==> config.mk <==
export PLATFORM = sky130hd
export DESIGN_NAME = shift_arbiter
export DESIGN_NICKNAME = d
export VERILOG_FILES = /design/src/rtl/shift_arbiter.sv
export SDC_FILE = /design/constraint.sdc
export NUM_CORES = 1
export LEC_CHECK = 0
export ABC_AREA = 1
export CORE_AREA = 2 2 116 118
export CTS_BUF_LIST = sky130_fd_sc_hd__clkbuf_4
export DETAILED_ROUTE_END_ITERATION = 12
export DIE_AREA = 0 0 118 120
export PLACE_DENSITY = 0.83
export REMOVE_ABC_BUFFERS = 1
export SYNTH_ARGS = -nofsm -noshare
export SYNTH_HDL_FRONTEND = slang
export SYNTH_SLANG_ARGS = --single-unit
==> constraint.sdc <==
create_clock -name clk -period 3.8 [get_ports clk]
set_input_delay 1.14 -clock clk [delete_from_list [all_inputs] [get_ports clk]]
set_output_delay 1.14 -clock clk [all_outputs]
set_load 0.005 [all_outputs]
==> src/rtl/shift_arbiter.sv <==
// -----------------------------------------------------------------------------
// shift_arbiter
//
// Shares one combinational 32-bit logical-left shifter among NREQ requesters.
// A round-robin arbiter grants at most one requester per cycle. The granted
// requester's operand is shifted by its 5-bit amount. The result is held in a
// one-deep result register, tagged with the winner's ID, until the consumer
// takes it. Requesters are held off while the register is occupied and not
// draining, so no accepted request is ever dropped or overwritten.
//
// Ports
//   clk        : sole clock, rising edge
//   rst_n      : asynchronous active-low reset
//   req_valid  : [NREQ]      per-requester request valid
//   req_ready  : [NREQ]      per-requester accept (one-hot or zero)
//   req_x      : [32*NREQ]   operand of requester i at [32i+31:32i]
//   req_y      : [32*NREQ]   shift amount of requester i; only [32i+4:32i] used
//   res_valid  : result register holds an unconsumed result
//   res_ready  : consumer takes the result this cycle
//   res_z      : registered shift result
//   res_id     : index of the requester that produced res_z
// -----------------------------------------------------------------------------
module shift_arbiter #(
    parameter int NREQ = 4,
    parameter int IDW  = 2
) (
    input  logic                 clk,
    input  logic                 rst_n,
    input  logic [NREQ-1:0]      req_valid,
    output logic [NREQ-1:0]      req_ready,
    input  logic [32*NREQ-1:0]   req_x,
    input  logic [32*NREQ-1:0]   req_y,
    output logic                 res_valid,
    input  logic                 res_ready,
    output logic [31:0]          res_z,
    output logic [IDW-1:0]       res_id
);

    // Index of the most recently granted requester; the search starts just
    // above it so every waiting requester is reached within NREQ grants.
    logic [IDW-1:0] ptr;

    logic [IDW-1:0] cand;
    logic [IDW-1:0] win;
    logic           found;
    logic           slot_free;
    logic           grant;

    logic [31:0]    op_x   [NREQ];
    logic [4:0]     op_amt [NREQ];

    // Only the low five bits of each shift amount are meaningful; the rest
    // are deliberately ignored (an amount of 32 behaves as 0).
    logic           unused_y_hi;
    assign unused_y_hi = ^req_y;

    for (genvar g = 0; g < NREQ; g++) begin : g_unpack
        assign op_x[g]   = req_x[32*g +: 32];
        assign op_amt[g] = req_y[32*g +: 5];
    end

    // The slot can take a new result when it is empty or being drained in
    // this very cycle.
    assign slot_free = !res_valid || res_ready;

    // Round-robin search: ptr+1, ptr+2, ... wrapping, ending on ptr itself so
    // a lone requester is re-granted every cycle.
    // NOTE: every variable written in an always_comb gets a default on entry;
    // otherwise a path that skips the assignment infers a latch.
    always_comb begin
        found = 1'b0;
        win   = '0;
        cand  = '0;
        for (int k = 1; k <= NREQ; k++) begin
            cand = IDW'((int'(ptr) + k) % NREQ);
            if (!found && req_valid[cand]) begin
                found = 1'b1;
                win   = cand;
            end
        end
    end

    // rst_n gates the grant so req_ready is low throughout reset.
    assign grant = found && slot_free && rst_n;

    for (genvar g = 0; g < NREQ; g++) begin : g_ready
        assign req_ready[g] = grant && (win == IDW'(g));
    end

    // NOTE: state registers use non-blocking assignments so every flop
    // samples pre-edge values regardless of statement order.
    always_ff @(posedge clk or negedge rst_n) begin
        if (!rst_n) begin
            res_valid <= 1'b0;
            res_z     <= '0;
            res_id    <= '0;
            ptr       <= IDW'(NREQ - 1);
        end else if (grant) begin
            res_valid <= 1'b1;
            res_z     <= op_x[win] << op_amt[win];
            res_id    <= win;
            ptr       <= win;
        end else if (res_ready) begin
            // Drain without refill; res_z/res_id keep their last values.
            res_valid <= 1'b0;
        end
    end

endmodule

Yosys cells after proc, flatten, opt, wreduce, memory -nomap -nowiden --
Index checks and enable logic that the tools add are counted.
Storage, ports and cells: register bits after elaboration 37, output and inout bits 39, input port bits 263
Operators by class: order comparisons 5, eq/ne operators 3, reductions and logical operators 16, add/subtract/negate cells 4, multiplexer cells 24, shifts and indexed selects 1, bitwise gates (word level) 1
Operators with widths (count):
- 32-bit binary-select mux with 2-bit select | 1
- 32-bit 2-to-1 mux | 2
- 32-bit by 5-bit << shifter with 32-bit output | 1
- 2-bit by 3-bit < comparator with 1-bit output, second input constant | 4
- 5-bit binary-select mux with 2-bit select | 1
- 1-bit 2-to-1 mux | 10
- 5-bit 2-to-1 mux | 2
- 1-bit logical AND | 9
- 1-bit binary-select mux with 2-bit select | 4
- 2-bit 2-to-1 mux | 4
- 2-bit by 1-bit adder with 2-bit output, second input constant | 2
- 2-bit adder, second input constant | 2
- 2-bit == test, second input constant | 2
- 1-bit logical NOT | 4
- 3-bit >= comparator, second input constant | 1
- 2-bit inverter with 3-bit output | 1
- 2-bit by 1-bit == test with 1-bit output, second input constant | 1
- 2-bit logical NOT | 1
- 2-bit nonzero test | 1
- 1-bit logical OR | 1

Longest topological paths before layout --
word-level depth 18, gate-level depth with buffers 23

Worst setup path after synthesis --
Ideal clock, no wire load.
kind input port to output port, start input port req_valid[2], end output port req_ready[0], stages on the path 11, buffers on the path 3, path slack 151 ps, data required time 2660 ps, arrival time 2509 ps, cells stage by stage inv_1 nand2_1 nand2_1 nor2_1 nor2_1 nand3_2 buf_4 buf_2 nand3_1 clkbuf_1 nor3_1
Between the ends: word-level cells in the longest chain between the ends 15, elaborated cells on any way between the ends 26, those cells by class 16 x mux; 10 x reduce/logical
RTL lines:
- start, declared | RTL line 29 | input logic [NREQ-1:0] req_valid,
- 1-bit binary-select mux with 2-bit select | RTL line 76 | if (!found && req_valid[cand]) begin
- 1-bit 2-to-1 mux (implied by the code) | RTL line 76
- 1-bit 2-to-1 mux | RTL line 76
- 1-bit logical NOT | RTL line 76
- 1-bit logical AND | RTL line 76
- 1-bit 2-to-1 mux | RTL line 76
- 1-bit logical NOT | RTL line 76
- 1-bit logical AND | RTL line 76
- 1-bit 2-to-1 mux | RTL line 76
- 1-bit logical NOT | RTL line 76
- 1-bit logical AND | RTL line 76
- 1-bit 2-to-1 mux | RTL line 76
- 1-bit logical AND (2 in series) | RTL line 84 | assign grant = found && slot_free && rst_n;
- 1-bit logical AND * | RTL line 87 | assign req_ready[g] = grant && (win == IDW'(g));
- end, declared | RTL line 30 | output logic [NREQ-1:0] req_ready,
Every way passes the cells marked *; elsewhere a longest branch is shown, timed or not. The select of a mux whose other input is x is not followed.

Worst setup path in the final report --
start input port req_valid[0], end output port req_ready[2]
Same word-level chain as after synthesis.

==> results.json <==
{
  "grt-busiest-layer": "met2",
  "worstSetupPathType": "input pin to output port",
  "die_area_sq_um": 14200,
  "final.min_clock_period_ns": 3.67,
  "rrSetupSlack_ns": 0.55,
  "seq_area_frac_synth": 0.187,
  "vias": 6665,
  "min_path_type": "register to register",
  "worstMarginPinSlew_ns": 0.482,
  "cts.sinks": 37,
  "cp.arrival_ns": 2.53,
  "drtIter0Drc": 726,
  "cp_slowest_stage_delay_ns": 0.26,
  "crit_fanout": 4,
  "clk_latency_ns": 0.35,
  "status": "completed",
  "grt_use_met2": 0.424,
  "rsz0062_at_grt": "false",
  "end_kind": "output port",
  "firstDrtPassIters": 5,
  "reg2reg_from": "ptr[0]",
  "io_pins": 302,
  "min_from": "res_z[8]",
  "critical_path.cell_chain": "dlygate4sd2_1, nand2_1, nand2_1, nand2_1, nand2_4, inv_2, nand3_1, nand2_1, nor2_4, inv_4, nand2_4, nor2_4, clkdlybuf4s15_2",
  "grt_pass1_wl_um": 29200,
  "fp.dieW_um": 118,
  "design_area_sq_um": 7430,
  "nNetsFinal": 1365,
  "place_area_sq_um": 7220,
  "ys_types": 30,
  "crit_path_start_kind": "input pin",
  "portBuffers": 193,
  "cp_top_family": "simple AND/OR/NAND/NOR gates",
  "maxSlewHeadroom": 0.679,
  "wl_per_cell_um": 13.7,
  "ctsLongestPathBuffers": 2,
  "gr-total-overflow": 0,
  "cp_common_cell": "nand2_1",
  "synth.largest_area_cell": "nand3_1",
  "drive_gt1_frac": 0.0898,
  "hpwl_um": 12800,
  "startpoint": "req_valid[0]",
  "placementRows": 42,
  "grt_pass1_vias": 6258,
  "setup_slack_ns": 0.130,
  "setup_violations": 0,
  "cts_buffers": 5,
  "netlist_instances": 921,
  "antenna_found_initial": 0,
  "core_area_sq_um": 13000,
  "viasPerCell": 5.21,
  "start_util": 0.382,
  "slowest_stage": "dlygate4sd2_1",
  "syn-cell-area_sq_um": 4960,
  "die_y_um": 120,
  "antenna-diode-count": 0,
  "grt_max_degree": 46,
  "area_growth_pct": 49.8,
  "fin_worst_skew_ns": 0.00578,
  "cap_violations": 0,
  "syn_area_per_cell_sq_um": 5.38,
  "cp.required_ns": 2.66,
  "slew_violations": 0,
  "crit_buf_inv": 4,
  "wl_um": 17600,
  "cts_root_buffer": "clkbuf_4",
  "cts_max_level": 2,
  "drc_errors": 0,
  "synth-seq-cells": 37,
  "cts_tree": "built",
  "grtUsageTotal": 0.246,
  "nFillCells": 1275,
  "path_clk_slew_ns": 0.12,
  "gp_congestion": 0.940,
  "yosysTopAreaCellShare": 0.277,
  "final_antenna_net_count": 0,
  "max_freq_mhz": 272,
  "grt_util_met3": 0.0442,
  "synth_area_leaders": "nand3_1 (28%), nand2_1 (23%), dfrtp_1 (18%)",
  "period_share": 0.966,
  "yosysWarnings": 0,
  "use_met1": 0.317,
  "hold_violations": 0,
  "dp_slack_ns": -0.461
}
## state kept, by name (all words and copies together), names as in the netlist
signal     cells
ptr            2
res_id         2
res_valid      1
res_z         32
## Yosys cell counts
cell,instances
nand2_1,309
nand3_1,274
inv_1,124
nand4_1,48
dfrtp_1,35
buf_2,28
clkbuf_1,19
nor2_1,15
buf_4,9
o21ai_0,8
inv_2,7
nand2_2,6
o21ai_1,5
a21oi_1,4
buf_6,4
nor2_2,4
buf_1,3
a22o_1,2
a22oi_1,2
dfstp_2,2
nand3_4,2
nor3_1,2
o211ai_2,2
a21boi_0,1
a21oi_2,1
inv_4,1
nand2_4,1
nand3_2,1
nor2_4,1
o211ai_1,1
## worst reg2reg max path: cells and delay by family, from the launching register on
| kind | cells | cell delay (ns) |
|---|---|---|
| simple gates | 13 | 1.28 |
| compound gates | 2 | 0.31 |
| flops | 1 | 0.71 |
| buf+inv | 5 | 0.89 |
## cells by family (layout without fill, tap and decap cells)
logic type	after synthesis	after routing	synth area share
AO/OA/AOI/OAI	26	26	0.0336
buffers and inverters	195	377	0.168
flip-flops	37	37	0.187
AND/OR/NAND/NOR	663	663	0.611
## stage by stage
stage | utilization | setup TNS [ns] | hold WS [ns] | instances
after floorplan | - | -28.74 | 0.473 | 858
after global placement | 0.556 | -10.59 | 0.466 | 1267
after detailed placement | 0.556 | -11.97 | 0.469 | 1267
after CTS | 0.565 | -0.106 | 0.502 | 1276
after global routing | 0.572 | 0 | 0.531 | 1279
final | 0.572 | 0 | 0.498 | 1279
## what timing repair did
item / in CTS / in global routing
endpoints found under the setup margin: 12 / 36
pin swaps: 6 / 9
buffers inserted: 1 / 3
gates resized for setup: 31 / 17
cloned: 0 / 1
hold buffers: 0 / 0
## final timing paths
check / to / depth (start not counted)
max: req_ready[2] / 13
min: res_z[8] / 2
max reg2reg: res_z[17] / 20
min reg2reg: res_z[8] / 2
max in group asynchronous: ptr[0] / 2
min in group asynchronous: res_z[18] / 2
## metal layers
layer  up-vias  wire, um
met5         -         0
met4         0       433
met3        38      1570
met2       292      8450
met1      2984      7140
li1       3351         -
## area by class of cell
class | instances | area (sq um) | area share
clock buffers | 6 | 45.0 | 0.00607
clock inverters | 2 | 11.3 | 0.00152
inverters | 132 | 503 | 0.0677
multi-input cells | 689 | 3270 | 0.441
flip-flops and latches | 37 | 928 | 0.125
well taps | 176 | 220 | 0.0297
repair buffers | 237 | 2450 | 0.329
## cell usage in the layout, fill, tap and decap left out, drive strengths merged, types with 5 or more instances in the layout
cell type	n
nand2	316
nand3	277
clkdlybuf4s50	184
inv	132
nand4	48
buf	45
dfrtp	35
nor2	20
o21ai	13
clkbuf	7
a21oi	5
Power is not shown: default switching activity piles up to over one toggle a cycle in this logic, so the estimate is an artifact.
